**config.mk**
```make
export PLATFORM = sky130hd
export DESIGN_NAME = serial_add_ctrl
export DESIGN_NICKNAME = d
export VERILOG_FILES = /design/src/rtl/serial_add_ctrl_pkg.sv /design/src/rtl/adder_slice3.sv /design/src/rtl/serial_add_ctrl.sv
export SDC_FILE = /design/constraint.sdc
export NUM_CORES = 1
export LEC_CHECK = 0
export BUFFER_PORTS_ARGS = -buffer_cell sky130_fd_sc_hd__buf_2
export CAP_MARGIN = 20
export CORE_AREA = 2 2 76 63
export DETAILED_ROUTE_END_ITERATION = 12
export DIE_AREA = 0 0 78 65
export PLACE_DENSITY = 0.86
export SLEW_MARGIN = 20
export SYNTH_ARGS = -nofsm -noshare
export SYNTH_HDL_FRONTEND = slang
export SYNTH_SLANG_ARGS = --single-unit
```
**constraint.sdc**
```tcl
create_clock -name clk -period 3.2 [get_ports clk]
set_clock_uncertainty 0.2 [all_clocks]
set_input_delay 0.48 -clock clk [delete_from_list [all_inputs] [get_ports clk]]
set_output_delay 0.48 -clock clk [all_outputs]
set_load 0.005 [all_outputs]
```
**src/rtl/serial_add_ctrl_pkg.sv**
```systemverilog
// rtl/serial_add_ctrl_pkg.sv - shared chunk width and FSM state encoding for the serial adder
package serial_add_ctrl_pkg;

    localparam int CHUNK_W = 3;

    typedef enum logic [1:0] {
        ST_IDLE = 2'd0,
        ST_ADD  = 2'd1,
        ST_DONE = 2'd2
    } state_t;

endpackage

```
**src/rtl/adder_slice3.sv**
```systemverilog
// rtl/adder_slice3.sv - combinational 3-bit ripple-carry adder slice
module adder_slice3
    import serial_add_ctrl_pkg::*;
(
    input  logic [CHUNK_W-1:0] a,
    input  logic [CHUNK_W-1:0] b,
    input  logic               cin,
    output logic [CHUNK_W-1:0] sum,
    output logic               cout
);

    logic [CHUNK_W:0] w_c;

    assign w_c[0] = cin;

    for (genvar i = 0; i < CHUNK_W; i++) begin : g_bit
        assign sum[i]   = a[i] ^ b[i] ^ w_c[i];
        assign w_c[i+1] = (a[i] & b[i]) | (w_c[i] & (a[i] ^ b[i]));
    end

    assign cout = w_c[CHUNK_W];

endmodule

```
**src/rtl/serial_add_ctrl.sv**
```systemverilog
// rtl/serial_add_ctrl.sv - chunk-serial wide adder sequenced over one shared 3-bit slice
module serial_add_ctrl
    import serial_add_ctrl_pkg::*;
#(
    parameter  int NUM_CHUNKS = 4,
    localparam int W          = CHUNK_W * NUM_CHUNKS
) (
    input  logic         clk,
    input  logic         rst_n,
    input  logic         start,
    input  logic [W-1:0] a_in,
    input  logic [W-1:0] b_in,
    input  logic         cin,
    output logic         busy,
    output logic         done,
    output logic [W-1:0] sum_out,
    output logic         cout_out
);

    localparam int                 IDX_W      = (NUM_CHUNKS > 1) ? $clog2(NUM_CHUNKS) : 1;
    localparam logic [IDX_W-1:0]   LAST_IDX   = IDX_W'(NUM_CHUNKS - 1);
    localparam logic [W-1:0]       CHUNK_MASK = W'((1 << CHUNK_W) - 1);

    state_t             r_state;
    state_t             w_state_nxt;
    logic [W-1:0]       r_a;
    logic [W-1:0]       r_b;
    logic [W-1:0]       r_acc;
    logic [W-1:0]       r_sum;
    logic               r_carry;
    logic               r_cout;
    logic [IDX_W-1:0]   r_idx;

    logic [31:0]        w_shamt;
    logic [CHUNK_W-1:0] w_a_chunk;
    logic [CHUNK_W-1:0] w_b_chunk;
    logic [CHUNK_W-1:0] w_slice_sum;
    logic               w_slice_cout;
    logic [W-1:0]       w_acc_nxt;
    logic               w_last;

    // Shifts instead of indexed part-selects keep the chunk mux legal for any NUM_CHUNKS.
    assign w_shamt   = 32'(r_idx) * 32'(CHUNK_W);
    assign w_a_chunk = CHUNK_W'(r_a >> w_shamt);
    assign w_b_chunk = CHUNK_W'(r_b >> w_shamt);
    assign w_last    = (r_idx == LAST_IDX);
    assign w_acc_nxt = (r_acc & ~(CHUNK_MASK << w_shamt)) | (W'(w_slice_sum) << w_shamt);

    adder_slice3 u_slice (
        .a    (w_a_chunk),
        .b    (w_b_chunk),
        .cin  (r_carry),
        .sum  (w_slice_sum),
        .cout (w_slice_cout)
    );

    always_comb begin
        w_state_nxt = r_state;
        case (r_state)
            ST_IDLE: if (start)  w_state_nxt = ST_ADD;
            ST_ADD:  if (w_last) w_state_nxt = ST_DONE;
            ST_DONE: w_state_nxt = ST_IDLE;
            default: w_state_nxt = ST_IDLE;
        endcase
    end

    always_ff @(posedge clk) begin
        if (!rst_n) begin
            r_state <= ST_IDLE;
            r_a     <= '0;
            r_b     <= '0;
            r_acc   <= '0;
            r_sum   <= '0;
            r_carry <= 1'b0;
            r_cout  <= 1'b0;
            r_idx   <= '0;
        end else begin
            r_state <= w_state_nxt;
            case (r_state)
                ST_IDLE: begin
                    if (start) begin
                        r_a     <= a_in;
                        r_b     <= b_in;
                        r_carry <= cin;
                        r_idx   <= '0;
                    end
                end
                ST_ADD: begin
                    r_acc   <= w_acc_nxt;
                    r_carry <= w_slice_cout;
                    // Publish the final chunk together with the rest so results appear with done.
                    if (w_last) begin
                        r_sum  <= w_acc_nxt;
                        r_cout <= w_slice_cout;
                    end else begin
                        r_idx  <= r_idx + IDX_W'(1);
                    end
                end
                default: ;
            endcase
        end
    end

    assign busy     = (r_state == ST_ADD);
    assign done     = (r_state == ST_DONE);
    assign sum_out  = r_sum;
    assign cout_out = r_cout;

endmodule
```
* Word level (Yosys, flattened, before mapping)
Index checks and enable logic that the tools add are counted.
** Storage, ports and cells
- Flip-flop bits (word level) :: 54
- Output and inout port bits :: 15
- Input bits :: 28
- Word-level logic and storage cells :: 53
** Operators by class
- Multipliers :: 1
- Equal/unequal tests :: 6
- Reduce and logical (&&, ||, !) cells :: 7
- Bitwise gates (word level) :: 18
- Shift-type cells :: 4
- Muxes and demuxes :: 8
- Add/subtract/negate cells :: 1
** Operators with widths (count)
- >> shifter 12 x 4 -> 3 bit :: 2
- bitwise AND 12 bit :: 1
- NOT 12 bit :: 1
- OR 12 bit :: 1
- << shifter 3 x 4 -> 12 bit :: 1
- << shifter 3 x 4 -> 12 bit (first input constant) :: 1
- two-way mux 2 bit :: 4
- case mux 2 bit (2 select lines) :: 2
- AND reduction 2 bit :: 4
- bitwise AND 1 bit :: 6
- bitwise XOR 1 bit :: 6
- equality test 2 bit (second input constant) :: 2
- multiplier 2 x 2 -> 4 bit (second input constant) :: 1
- != test 2 bit (second input constant) :: 2
- OR 1 bit :: 3
- AND reduction 3 bit :: 1
- adder 2 x 1 -> 2 bit (second input constant) :: 1
- equality test 2 x 1 -> 1 bit (second input constant) :: 1
- logical NOT 2 bit :: 1
- != test 2 x 1 -> 1 bit (second input constant) :: 1
- case mux 1 bit (2 select lines) :: 1
- nonzero test 2 bit :: 1
- two-way mux 1 bit :: 1

* Depth between registers and ports, before layout
Gate-level depths: netlist (run 1).
- Depth in word-level cells :: 10
- Gate-level depth with buffers :: 10
- Gate-level depth less buffers :: 8

* Hierarchy
Synthesis (run 1) repeated with hierarchy kept, for this count alone.
** Unflattened totals
- Cell total of the unflattened synthesis :: 252
- Area, all modules :: 2249.7 um2
** By module, submodules not included
- serial_add_ctrl :: area each 2152.1 um2, cells each 239, sequential area each 1021.0 um2, times used 1
- adder_slice3 :: area each 97.6 um2, cells each 13, sequential area each 0.0 um2, times used 1

* Least setup slack after synthesis (run 1)
Ideal clock, no wire load.
- Path kind :: register to register
- From :: register r_idx[1]
- To :: register r_acc[2]
- Path buffers :: 2
- Slack :: 0.377 ns
- Period minus slack after synthesis :: 2.823 ns
- Cell stages (with the launch flop) :: 11
- Library setup time :: 0.134 ns
- Required time :: 2.866 ns
- Data arrival time :: 2.488 ns
- Cells stage by stage :: dfxtp_1 clkbuf_1 buf_2 mux4_2 fa_1 inv_1 fa_1 inv_1 fa_1 a22oi_1 a21oi_1
** Between the ends
- Cells in the longest elaborated chain, start to end :: 10
- Elaborated cells on any way between the ends :: 20
- Classes of those cells :: mul: 1; shift: 4; bitwise: 15
** RTL lines
- from (decl) :: RTL line serial_add_ctrl.sv:32 : logic [IDX_W-1:0] r_idx;
- from (signal assigned) :: RTL line serial_add_ctrl.sv:96 : r_idx <= r_idx + IDX_W'(1);
- multiplier 2 x 2 -> 4 bit (*) :: RTL line serial_add_ctrl.sv:43 : assign w_shamt = 32'(r_idx) * 32'(CHUNK_W);
- >> shifter 12 x 4 -> 3 bit (on tied branches) :: RTL line serial_add_ctrl.sv:44, serial_add_ctrl.sv:45
- bitwise XOR 1 bit :: RTL line adder_slice3.sv:17, adder_slice3.sv:18
- bitwise AND 1 bit :: RTL line adder_slice3.sv:18 : assign w_c[i+1] = (a[i] & b[i]) | (w_c[i] & (a[i] ^ b[i]));
- OR 1 bit :: RTL line adder_slice3.sv:18
- bitwise AND 1 bit :: RTL line adder_slice3.sv:18
- OR 1 bit :: RTL line adder_slice3.sv:18
- bitwise XOR 1 bit :: RTL line adder_slice3.sv:17 : assign sum[i] = a[i] ^ b[i] ^ w_c[i];
- << shifter 3 x 4 -> 12 bit :: RTL line serial_add_ctrl.sv:47 : assign w_acc_nxt = (r_acc & ~(CHUNK_MASK << w_shamt)) | (W'(w_slice_sum) << w_shamt);
- OR 12 bit (*) :: RTL line serial_add_ctrl.sv:47
- to (signal assigned) :: RTL line serial_add_ctrl.sv:89 : r_acc <= w_acc_nxt;
- to (decl) :: RTL line serial_add_ctrl.sv:28 : logic [W-1:0] r_acc;
Every way passes the cells marked *; elsewhere a longest branch is shown, timed or not.
A chain may end at the register's enable or synchronous reset.

* Worst setup path after layout (run 1)
- From :: register r_idx[0]
- To :: register r_sum[8] (netlist: sum_out[8])
** Between the ends
- Cells in the longest elaborated chain, start to end :: 10
- Elaborated cells on any way between the ends :: 22
- Classes of those cells :: mul: 1; eq/ne: 1; shift: 4; bitwise: 15; reduce/logical: 1
** RTL lines
- multiplier 2 x 2 -> 4 bit :: RTL line serial_add_ctrl.sv:43
- >> shifter 12 x 4 -> 3 bit (on tied branches) :: RTL line serial_add_ctrl.sv:44, serial_add_ctrl.sv:45
- bitwise XOR 1 bit :: RTL line adder_slice3.sv:17, adder_slice3.sv:18
- bitwise AND 1 bit :: RTL line adder_slice3.sv:18
- OR 1 bit :: RTL line adder_slice3.sv:18
- bitwise AND 1 bit :: RTL line adder_slice3.sv:18
- OR 1 bit :: RTL line adder_slice3.sv:18
- bitwise XOR 1 bit :: RTL line adder_slice3.sv:17
- << shifter 3 x 4 -> 12 bit :: RTL line serial_add_ctrl.sv:47
- OR 12 bit :: RTL line serial_add_ctrl.sv:47
- to (signal assigned) :: RTL line serial_add_ctrl.sv:93 : r_sum <= w_acc_nxt;
- to (decl) :: RTL line serial_add_ctrl.sv:29 : logic [W-1:0] r_sum;
Parallel ways exist; a longest one is shown, timed or not.

==> results_tabular.tex, run 1 <==
\begin{tabular}{lr}
\hline
Metric & Value \\
\hline
\multicolumn{2}{l}{\textbf{STA}} \\
Post-route fraction of the period consumed by the critical path & about nine tenths \\
Final-layout setup total negative slack & 0 ns \\
Setup repair after global routing missed its margin & false \\
Max Fclk & 350 MHz \\
Relative slew slack & between 40\% and 50\% \\
Number of failing setup endpoints in the final timing report & 0 \\
Final min period & roughly 2.9 ns \\
Max Transition Viols Final & 0 \\
Transition at the pin with the smallest max-transition slack & around 0.84 ns \\
Endpoints failing hold & 0 \\
\multicolumn{2}{l}{\textbf{Route}} \\
DRC violations left & 0 \\
Count of TritonRoute iterations in the first routing pass & 4 \\
Vias post-DR & 1786 \\
Drt initial violations & between 100 and 150 \\
Wire length on met1 & 2130 µm \\
Routed length per placed instance & 12.9 µm \\
Highest metal used & met4 \\
Average vias per placed instance & 5.22 \\
Met2 WL post-DR & $\sim$2000 µm \\
Sum of met3 wire segment lengths after detailed routing & between 200 and 250 µm \\
Aggregate routed wire length & 4410 µm \\
Detail Route Antenna Nets & 0 \\
\multicolumn{2}{l}{\textbf{Floorplan}} \\
Top-level port count & 43 \\
Placement row count & 22 \\
Chip Height & between 60 and 70 µm \\
Horizontal extent of the die & 78 µm \\
Effective utilization at floorplan & 50.9\% \\
Area of the die & roughly 5000 µm² \\
Total core area & 4400 µm² \\
\multicolumn{2}{l}{\textbf{Critical path}} \\
Setup slack of the worst register-to-register path & 0.34 ns \\
Nature of the critical path startpoint & flip-flop \\
Worst R2R End & sum\_out[8]\$\_SDFFE\_PN0P\_ \\
Launch point of the worst reg-to-reg path & r\_idx[0]\$\_SDFFE\_PN0P\_ \\
Crit Path Category & reg -> reg \\
Length in cells of the worst reg-to-reg path & 8 \\
Critical Path Sink Type & flip-flop \\
Highest fanout seen on the critical path & 4 \\
Launch point of the critical path & r\_idx[0]\$\_SDFFE\_PN0P\_ \\
Crit path DAT & $\sim$2.8 ns \\
Data required time at the worst endpoint & around 3.2 ns \\
\multicolumn{2}{l}{\textbf{Worst hold path}} \\
Worst-case hold path end point & r\_a[7]\$\_SDFFE\_PN0P\_ \\
Worst min-delay path class & in -> reg \\
Origin of the worst min-delay path & a\_in[7] \\
Hold depth & 3 \\
\multicolumn{2}{l}{\textbf{Synthesis}} \\
Post-synthesis sequential area ratio & roughly 46\% \\
Post-synth net total & between 200 and 300 \\
Number of warnings reported in the yosys synthesis log & 0 \\
Syn Area/Cell & about 9.0 µm² \\
Register bit count reported by yosys & 51 \\
Library cells used by synthesis & 29 \\
Cell area after synthesis & about 2200 µm² \\
Post-Synthesis Cells & between 200 and 250 \\
\multicolumn{2}{l}{\textbf{Run status}} \\
Outcome & finished, final reports clean \\
\multicolumn{2}{l}{\textbf{Cells and area}} \\
Layout-stage area growth over the synthesis result & 14.4\% \\
Most frequent cells in the layout & nand2\_1 (57), dfxtp\_1 (51), buf\_2 (42) \\
Filler Cell Count & $\sim$400 \\
Layout cells sized above 1 & between 20\% and 30\% \\
Final net count & approximately 320 \\
Number of antenna cells inserted & 0 \\
Final cell count without fillers & between 300 and 400 \\
Most frequent standard cell in the layout excluding fill and tap cells & nand2\_1 \\
\multicolumn{2}{l}{\textbf{Clock tree}} \\
Clock Sinks & 51 \\
Number of buffers created by CTS & 5 \\
Latest clock arrival within the worst-skew pair & approximately 0.30 ns \\
Clock slew seen by the registers of the worst setup and hold paths & $\sim$0.1 ns \\
CTS Root Cell & clkbuf\_8 \\
Resize count post-CTS & 0 \\
Hold Buf Count CTS & 0 \\
Deepest clock path buffer count & 2 \\
Count of H-tree levels built during CTS & 2 \\
TritonCTS clock tree & built \\
Post-CTS Setup Bufs & 0 \\
\multicolumn{2}{l}{\textbf{Global route}} \\
Maximum number of pins on one net before global-route repair & 54 \\
Via count of the first global-routing pass & 1756 \\
Initial antenna violation count & 0 \\
Overall track demand over capacity in global routing & about a fifth \\
Final global-route overflow total & 0 \\
First-pass GRT wire length & around 7700 µm \\
\multicolumn{2}{l}{\textbf{Power and ir drop}} \\
Power Density & 510 nW/µm² \\
Overall Power & 0.00131 W \\
Worst VDD drop & between 0.0002 and 0.0003 V \\
Leakage & approximately 1.1 nW \\
\multicolumn{2}{l}{\textbf{Flow run}} \\
Max-cap viol count & 0 \\
\multicolumn{2}{l}{\textbf{Place}} \\
Port Buffers & 42 \\
Number of placed cells counting well taps & approximately 330 \\
Post-detail-place hpwl & approximately 3200 µm \\
Gp weighted congestion & 0.753 \\
\hline
\end{tabular}
[critical path: stages (launching register included)]
cell,delay [ns]
dfxtp_1,0.43
mux4_2,0.54
fa_1,0.40
inv_1,0.08
fa_1,0.15
inv_1,0.05
fa_1,0.51
a22oi_1,0.24
a21oi_1,0.11
[per-layer routing]
| metal | vias to the layer above | global-route usage (%) |
|---|---|---|
| met5 | - | 0 |
| met4 | 0 | 5.70 |
| met3 | 4 | 4.60 |
| met2 | 40 | 31.1 |
| met1 | 833 | 24.6 |
| li1 | 909 | - |
[per-stage QoR]
step / cell area [µm²] / util, % / setup slack (ns) / hold slack [ns]
floorplan: 2240 / - / 0.377 / 0.232
detailed placement: 2450 / 55.6 / 0.331 / 0.241
CTS: 2560 / 58.2 / 0.315 / 0.196
finish: 2560 / 58.2 / 0.339 / 0.200
global route: 2560 / 58.2 / 0.194 / 0.197
global placement: 2450 / 55.6 / 0.466 / 0.233
[power breakdown]
| group | internal (W) | switching, W | total, W |
|---|---|---|---|
| clock network | 0.000235 | 0.000210 | 0.000446 |
| logic | 0.0000749 | 0.0000988 | 0.000174 |
| registers | 0.000667 | 0.0000206 | 0.000688 |
| total | 0.000978 | 0.000330 | 0.00131 |
[logic make-up after synthesis]
| family | share of synthesized area (%) |
|---|---|
| compound gates | 22.5 |
| simple gates | 14.1 |
| flops | 45.5 |
| buf+inv | 6.98 |
| fa+ha+maj | 4.91 |
| mux | 6.03 |
[state kept, by name (all words and copies together) (netlist names)]
name      flops
cout_out      1
r_idx         2
r_b          12
r_carry       1
r_acc         9
r_a          12
r_state       2
sum_out      12
[cells in the mapped netlist]
master	number	area, µm²
buf_6	2	22.5
o221ai_1	1	8.76
a21boi_1	28	210
or3b_1	1	8.76
nor2_1	2	7.51
inv_2	1	3.75
o22ai_1	1	6.26
o21ai_2	1	8.76
nand2_1	57	214
nor3b_2	1	12.5
dfxtp_1	51	1020
clkbuf_1	8	30.0
nor2b_1	2	12.5
nand4_1	3	18.8
and3b_1	1	8.76
o21ai_0	9	45.0
nand3b_1	1	7.51
o21ai_1	9	45.0
ha_1	4	50.1
buf_2	8	40.0
a22oi_1	9	67.6
inv_1	12	45.0
fa_1	3	60.1
and2_1	2	12.5
nand2b_1	2	12.5
mux4_2	6	135
a21oi_1	19	95.1
o32ai_1	2	17.5
buf_4	2	15.0
[area by class of cell]
type / count / area [µm²] / area share (%)
multi-input cells: 164 / 1060 / 41.5
flip-flops and latches: 51 / 1020 / 39.8
repair buffers: 46 / 240 / 9.37
well taps: 60 / 75.1 / 2.93
clock buffers: 5 / 68.8 / 2.68
inverters: 13 / 48.8 / 1.90
clock inverters: 3 / 46.3 / 1.80
[how the worst max path moves through the flow]
stage	end	slack, ns	cells past startpoint
finish	sum_out[8]$_SDFFE_PN0P_	0.34	8
CTS	sum_out[8]$_SDFFE_PN0P_	0.31	8
global route	sum_out[2]$_SDFFE_PN0P_	0.19	8
detailed placement	sum_out[8]$_SDFFE_PN0P_	0.33	8
global placement	sum_out[5]$_SDFFE_PN0P_	0.47	8
floorplan	r_acc[2]$_SDFFE_PN0P_	0.38	10
(Power assumes the default switching activity.)
==> run 2: changes to the inputs <==
==> constraint.sdc (replaced) <==
create_clock -name clk -period 2.78 [get_ports clk]
set_clock_uncertainty 0.2 [all_clocks]
set_input_delay 0.417 -clock clk [delete_from_list [all_inputs] [get_ports clk]]
set_output_delay 0.417 -clock clk [all_outputs]
set_load 0.005 [all_outputs]
==> results_tabular.tex, run 2 (same netlist as run 1, synthesis figures left out) <==
\begin{tabular}{lr}
\hline
Metric & Value \\
\hline
\multicolumn{2}{l}{\textbf{Run status}} \\
Outcome & finished, final reports clean (unchanged) \\
\multicolumn{2}{l}{\textbf{STA}} \\
Setup repair after global routing missed its margin & false (unchanged) \\
Max Fclk & 373 MHz (was 350 MHz) \\
Final min period & 2.68 ns (was 2.86 ns) \\
Transition at the pin with the smallest max-transition slack & 0.851 ns (was 0.841 ns) \\
Max Transition Viols Final & 0 (unchanged) \\
Endpoints failing hold & 0 (unchanged) \\
Number of failing setup endpoints in the final timing report & 0 (unchanged) \\
Post-route fraction of the period consumed by the critical path & 96.4\% (was 89.4\%) \\
Final worst slack & 0.100 ns (was 0.339 ns) \\
Relative slew slack & 43.3\% (was 43.9\%) \\
\multicolumn{2}{l}{\textbf{Cells and area}} \\
Layout cells sized above 1 & 23.8\% (was 22.3\%) \\
Post-Layout Inst Area & 2580 µm² (was 2560 µm²) \\
Util after Layout & 58.6\% (was 58.2\%) \\
Most frequent standard cell in the layout excluding fill and tap cells & nand2\_1 (unchanged) \\
Number of antenna cells inserted & 0 (unchanged) \\
Filler Cell Count & 384 (was 397) \\
Layout-stage area growth over the synthesis result & 15.0\% (was 14.4\%) \\
Most frequent cells in the layout & nand2\_1 (57), dfxtp\_1 (50), buf\_2 (42) (was nand2\_1 (57), dfxtp\_1 (51), buf\_2 (42)) \\
Final net count & 317 (was 316) \\
\multicolumn{2}{l}{\textbf{Route}} \\
Count of TritonRoute iterations in the first routing pass & 4 (unchanged) \\
Average vias per placed instance & 5.41 (was 5.22) \\
DRC violations left & 0 (unchanged) \\
Vias post-DR & 1849 (was 1786) \\
Aggregate routed wire length & 4710 µm (was 4410 µm) \\
Drt initial violations & 118 (was 132) \\
Routed length per placed instance & 13.8 µm (was 12.9 µm) \\
Detail Route Antenna Nets & 0 (unchanged) \\
\multicolumn{2}{l}{\textbf{Global route}} \\
Final global-route overflow total & 0 (unchanged) \\
Via count of the first global-routing pass & 1724 (was 1756) \\
Initial antenna violation count & 0 (unchanged) \\
Maximum number of pins on one net before global-route repair & 54 (unchanged) \\
First-pass GRT wire length & 7980 µm (was 7650 µm) \\
Overall track demand over capacity in global routing & 20.2\% (was 18.8\%) \\
\multicolumn{2}{l}{\textbf{Critical path}} \\
Crit path DAT & 2.66 ns (was 2.81 ns) \\
Critical Path Slowest Stage Cell & mux4\_2 (unchanged) \\
Worst path bufs/invs & 2 (unchanged) \\
Critical Path Sink Type & flip-flop (unchanged) \\
Crit Path Category & reg -> reg (unchanged) \\
Nature of the critical path startpoint & flip-flop (unchanged) \\
Cells along the critical path & mux4\_2, fa\_2, inv\_1, fa\_1, inv\_1, fa\_2, a22oi\_1, a21oi\_1 (was mux4\_2, fa\_1, inv\_1, fa\_1, inv\_1, fa\_1, a22oi\_1, a21oi\_1) \\
Highest fanout seen on the critical path & 4 (unchanged) \\
Data required time at the worst endpoint & 2.76 ns (was 3.15 ns) \\
Kind of cell with the highest combined delay on the critical path & adder cells (unchanged) \\
CP peak stage delay & 0.52 ns (was 0.54 ns) \\
\multicolumn{2}{l}{\textbf{Power and ir drop}} \\
Leakage & 1.07 nW (about the same) \\
Worst VDD drop & 0.000283 V (was 0.000293 V) \\
Power Density & 580 nW/µm² (was 510 nW/µm²) \\
Overall Power & 0.00150 W (was 0.00131 W) \\
\multicolumn{2}{l}{\textbf{Clock tree}} \\
CTS Root Cell & clkbuf\_8 (unchanged) \\
Deepest clock path buffer count & 2 (unchanged) \\
Number of buffers created by CTS & 5 (unchanged) \\
Count of H-tree levels built during CTS & 2 (unchanged) \\
Clock Sinks & 51 (unchanged) \\
TritonCTS clock tree & built (unchanged) \\
Latest clock arrival within the worst-skew pair & 0.30 ns (about the same) \\
Post-CTS Setup Bufs & 0 (unchanged) \\
Clock slew seen by the registers of the worst setup and hold paths & 0.09 ns (was 0.10 ns) \\
Hold Buf Count CTS & 0 (unchanged) \\
\multicolumn{2}{l}{\textbf{Floorplan}} \\
Horizontal extent of the die & 78 µm (unchanged) \\
Effective utilization at floorplan & 50.9\% (unchanged) \\
Area of the die & 5070 µm² (unchanged) \\
Placement row count & 22 (unchanged) \\
Total core area & 4400 µm² (unchanged) \\
Chip Height & 65 µm (unchanged) \\
Top-level port count & 43 (unchanged) \\
\multicolumn{2}{l}{\textbf{Place}} \\
Setup WS pre-CTS & -0.0631 ns (was 0.331 ns) \\
Instance area after placement & 2460 µm² (was 2450 µm²) \\
Port Buffers & 42 (unchanged) \\
Post-detail-place hpwl & 3210 µm (was 3190 µm) \\
Gp weighted congestion & 0.799 (was 0.753) \\
\multicolumn{2}{l}{\textbf{Flow run}} \\
Max-cap viol count & 0 (unchanged) \\
\multicolumn{2}{l}{\textbf{Worst hold path}} \\
Worst min-delay path class & in -> reg (unchanged) \\
\hline
\end{tabular}
[run 2: changes by cell type in the layout (fill, tap and decap cells not counted), sizes merged]
cell,before,now
buf,46,47
clkbuf,5,6
clkinvlp,1,0
inv,14,13
[run 2: path summary, 6_finish.rpt]
check / end / start / slack, ns / cells past startpoint
hold reg to reg: sum_out[10]$_SDFFE_PN0P_ / sum_out[10]$_SDFFE_PN0P_ / 0.25 / 2
setup / recovery: r_acc[8]$_SDFFE_PN0P_ / r_idx[0]$_SDFFE_PN0P_ / 0.10 / 8
hold / removal: r_b[7]$_SDFFE_PN0P_ / b_in[7] / 0.14 / 3
setup reg to reg: r_acc[8]$_SDFFE_PN0P_ / r_idx[0]$_SDFFE_PN0P_ / 0.10 / 8
[run 2: cell type report]
type	instances	area (µm²)	area share, %
inverters	13	48.8	1.89
clock inverters	1	30.0	1.16
well taps	60	75.1	2.91
clock buffers	6	72.6	2.81
flip-flops and latches	51	1020	39.7
repair buffers	47	248	9.61
multi-input cells	164	1080	41.9
[run 2: worst reg2reg max path, stage by stage, from the launching register on]
cell and delay [ns]:
dfxtp_4 0.38, mux4_2 0.52, fa_2 0.36, inv_1 0.07, fa_1 0.15, inv_1 0.05
fa_2 0.51, a22oi_1 0.22, a21oi_1 0.09
[run 2: power by group]
group / internal, W / switching, W / leakage (nW)
Clock: 0.000264 / 0.000230 / 0.0513
Combinational: 0.0000903 / 0.000120 / 0.604
Sequential: 0.000768 / 0.0000240 / 0.418
[run 2: per-stage QoR]
stage | std cells | hold slack (ns) | setup TNS (ns)
floorplan | 248 | 0.232 | 0
global placement | 335 | 0.239 | 0
detailed placement | 335 | 0.246 | -0.244
CTS | 342 | 0.138 | -0.00352
global route | 342 | 0.136 | 0
finish | 342 | 0.139 | 0
[run 2: repair_timing]
item | 4_1_cts | 5_1_grt
pin swaps | 0 | 3
gates resized for setup | 1 | 5
endpoints found under the setup margin | 6 | 7
[run 2: layer usage]
layer	vias up	routed length [µm]	GRT usage [%]
met3	11	250	6.55
met1	874	2240	27.0
met5	-	0	0
met4	0	74	6.58
li1	910	-	-
met2	54	2140	31.0
==> run 3: changes to the inputs <==
--- a/config.mk
+++ b/config.mk
@@ -10,7 +10,7 @@
 export CORE_AREA = 2 2 76 63
 export DETAILED_ROUTE_END_ITERATION = 12
 export DIE_AREA = 0 0 78 65
-export PLACE_DENSITY = 0.86
+export PLACE_DENSITY = 0.84
 export SLEW_MARGIN = 20
 export SYNTH_ARGS = -nofsm -noshare
 export SYNTH_HDL_FRONTEND = slang
==> results_tabular.tex, run 3 (same netlist as run 1, synthesis figures left out) <==
\begin{tabular}{lr}
\hline
Metric & Value \\
\hline
\multicolumn{2}{l}{\textbf{Run status}} \\
Outcome & finished, final reports clean (unchanged) \\
\multicolumn{2}{l}{\textbf{Critical path}} \\
Crit Path Category & reg -> reg (unchanged) \\
End of the critical path & sum\_out[11]\$\_SDFFE\_PN0P\_ (was r\_acc[8]\$\_SDFFE\_PN0P\_) \\
Cells along the critical path & mux4\_2, fa\_2, inv\_1, fa\_1, inv\_1, fa\_2, nand4\_1, a21boi\_1 (was mux4\_2, fa\_2, inv\_1, fa\_1, inv\_1, fa\_2, a22oi\_1, a21oi\_1) \\
CP peak stage delay & 0.60 ns (was 0.52 ns) \\
Worst R2R End & sum\_out[11]\$\_SDFFE\_PN0P\_ (was r\_acc[8]\$\_SDFFE\_PN0P\_) \\
Highest fanout seen on the critical path & 4 (unchanged) \\
Nature of the critical path startpoint & flip-flop (unchanged) \\
Launch point of the critical path & r\_idx[0]\$\_SDFFE\_PN0P\_ (unchanged) \\
Critical Path Slowest Stage Cell & fa\_2 (was mux4\_2) \\
Length in cells of the worst reg-to-reg path & 8 (unchanged) \\
Data required time at the worst endpoint & 2.81 ns (was 2.76 ns) \\
Launch point of the worst reg-to-reg path & r\_idx[0]\$\_SDFFE\_PN0P\_ (unchanged) \\
Crit path DAT & 2.69 ns (was 2.66 ns) \\
Critical Path Sink Type & flip-flop (unchanged) \\
Setup slack of the worst register-to-register path & 0.12 ns (was 0.10 ns) \\
\multicolumn{2}{l}{\textbf{Clock tree}} \\
Post-CTS Setup Bufs & 0 (unchanged) \\
Latest clock arrival within the worst-skew pair & 0.30 ns (about the same) \\
Deepest clock path buffer count & 2 (unchanged) \\
Clock Sinks & 51 (unchanged) \\
Number of buffers created by CTS & 5 (unchanged) \\
Clock slew seen by the registers of the worst setup and hold paths & 0.08 ns (was 0.09 ns) \\
Count of H-tree levels built during CTS & 2 (unchanged) \\
TritonCTS clock tree & built (unchanged) \\
CTS Root Cell & clkbuf\_8 (unchanged) \\
\multicolumn{2}{l}{\textbf{STA}} \\
Final min period & 2.66 ns (was 2.68 ns) \\
Endpoints failing hold & 0 (unchanged) \\
Setup repair after global routing missed its margin & false (unchanged) \\
Number of failing setup endpoints in the final timing report & 0 (unchanged) \\
Final-layout setup total negative slack & 0 ns (unchanged) \\
Max Transition Viols Final & 0 (unchanged) \\
Final worst slack & 0.124 ns (was 0.100 ns) \\
Transition at the pin with the smallest max-transition slack & 0.833 ns (was 0.851 ns) \\
Post-route fraction of the period consumed by the critical path & 95.5\% (was 96.4\%) \\
Max Fclk & 377 MHz (was 373 MHz) \\
Relative slew slack & 44.4\% (was 43.3\%) \\
\multicolumn{2}{l}{\textbf{Cells and area}} \\
Number of antenna cells inserted & 0 (unchanged) \\
Most frequent cells in the layout & nand2\_1 (57), dfxtp\_1 (50), buf\_2 (42) (unchanged) \\
Layout-stage area growth over the synthesis result & 13.9\% (was 15.0\%) \\
Layout cells sized above 1 & 23.8\% (about the same) \\
Final net count & 317 (unchanged) \\
Filler Cell Count & 383 (was 384) \\
Most frequent standard cell in the layout excluding fill and tap cells & nand2\_1 (unchanged) \\
\multicolumn{2}{l}{\textbf{Place}} \\
Setup WS pre-CTS & 0.0133 ns (was -0.0631 ns) \\
Gp weighted congestion & 0.777 (was 0.799) \\
Port Buffers & 42 (unchanged) \\
Post-detail-place hpwl & 3110 µm (was 3210 µm) \\
\multicolumn{2}{l}{\textbf{Global route}} \\
Via count of the first global-routing pass & 1645 (was 1724) \\
Initial antenna violation count & 0 (unchanged) \\
Overall track demand over capacity in global routing & 18.8\% (was 20.2\%) \\
First-pass GRT wire length & 7550 µm (was 7980 µm) \\
Final global-route overflow total & 0 (unchanged) \\
Maximum number of pins on one net before global-route repair & 54 (unchanged) \\
\multicolumn{2}{l}{\textbf{Flow run}} \\
Max-cap viol count & 0 (unchanged) \\
\multicolumn{2}{l}{\textbf{Route}} \\
Vias post-DR & 1811 (was 1849) \\
Detail Route Antenna Nets & 0 (unchanged) \\
Count of TritonRoute iterations in the first routing pass & 4 (unchanged) \\
Routed length per placed instance & 13.1 µm (was 13.8 µm) \\
Aggregate routed wire length & 4470 µm (was 4710 µm) \\
Average vias per placed instance & 5.31 (was 5.41) \\
DRC violations left & 0 (unchanged) \\
Drt initial violations & 192 (was 118) \\
\multicolumn{2}{l}{\textbf{Power and ir drop}} \\
Leakage & 1.06 nW (was 1.07 nW) \\
Worst VDD drop & 0.000265 V (was 0.000283 V) \\
Power Density & 541 nW/µm² (was 580 nW/µm²) \\
Overall Power & 0.00138 W (was 0.00150 W) \\
\multicolumn{2}{l}{\textbf{Floorplan}} \\
Top-level port count & 43 (unchanged) \\
Total core area & 4400 µm² (unchanged) \\
Chip Height & 65 µm (unchanged) \\
Area of the die & 5070 µm² (unchanged) \\
Horizontal extent of the die & 78 µm (unchanged) \\
Placement row count & 22 (unchanged) \\
Effective utilization at floorplan & 50.9\% (unchanged) \\
\multicolumn{2}{l}{\textbf{Worst hold path}} \\
Origin of the worst min-delay path & b\_in[4] (was b\_in[7]) \\
Worst min-delay path class & in -> reg (unchanged) \\
\hline
\end{tabular}
[run 3: changes by cell type in the layout (fill, tap and decap cells not counted), sizes merged]
cell,change
bufinv,-1
[run 3: routing by layer]
| layer | up-vias | share of wire [%] | GRT usage (%) | wire [µm] |
|---|---|---|---|---|
| li1 | 913 | - | - | - |
| met1 | 841 | 46 | 25.3 | 2080 |
| met2 | 49 | 47 | 29.6 | 2090 |
| met3 | 8 | 5.2 | 4.32 | 234 |
| met4 | 0 | 1.6 | 7.24 | 73 |
| met5 | - | 0 | 0 | 0 |
[run 3: metrics by stage]
stage,hold WS [ns],util [%],cells,instance area [µm²]
after global routing,0.158,58.0,341,2550
after global placement,0.237,55.8,335,2460
after CTS,0.144,57.5,341,2530
after floorplan,0.232,-,248,2240
final,0.149,58.0,341,2550
after detailed placement,0.248,55.8,335,2460
[run 3: worst max-delay path, delay by kind of cell, from the launching register on]
family | cells | cell delay, ns
AO/OA/AOI/OAI | 1 | 0.14
AND/OR/NAND/NOR | 1 | 0.10
flip-flops | 1 | 0.38
adder cells (fa/ha/maj) | 3 | 1.12
multiplexers | 1 | 0.52
buffers and inverters | 2 | 0.13
[run 3: power by group]
group / switching (W) / internal, W / total (W)
Clock: 0.000212 / 0.000168 / 0.000381
Sequential: 0.0000239 / 0.000768 / 0.000792
Combinational: 0.000117 / 0.0000910 / 0.000208
[run 3: worst min-delay path by stage]
stage,endpoint,slack [ns],depth (start not counted)
after detailed placement,r_b[1]$_SDFFE_PN0P_,0.25,2
after CTS,r_b[8]$_SDFFE_PN0P_,0.14,3
after floorplan,r_a[6]$_SDFFE_PN0P_,0.23,2
final,r_b[4]$_SDFFE_PN0P_,0.15,3
after global routing,r_b[8]$_SDFFE_PN0P_,0.16,3
after global placement,sum_out[9]$_SDFFE_PN0P_,0.24,2
[run 3: layout make-up]
cell class | count | area (µm²) | area share [%]
multi-input combinational | 164 | 1080 | 42.5
sequential | 51 | 1020 | 40.1
timing repair buffer | 47 | 248 | 9.70
tap | 60 | 75.1 | 2.94
clock buffer | 6 | 72.6 | 2.84
inverter | 13 | 48.8 | 1.91
[run 3: what timing repair did]
action	in CTS	in global routing
hold buffers	0	0
hold endpoints to repair	0	0
resized for setup	1	6
pin swaps	0	3
endpoints found under the setup margin	6	7
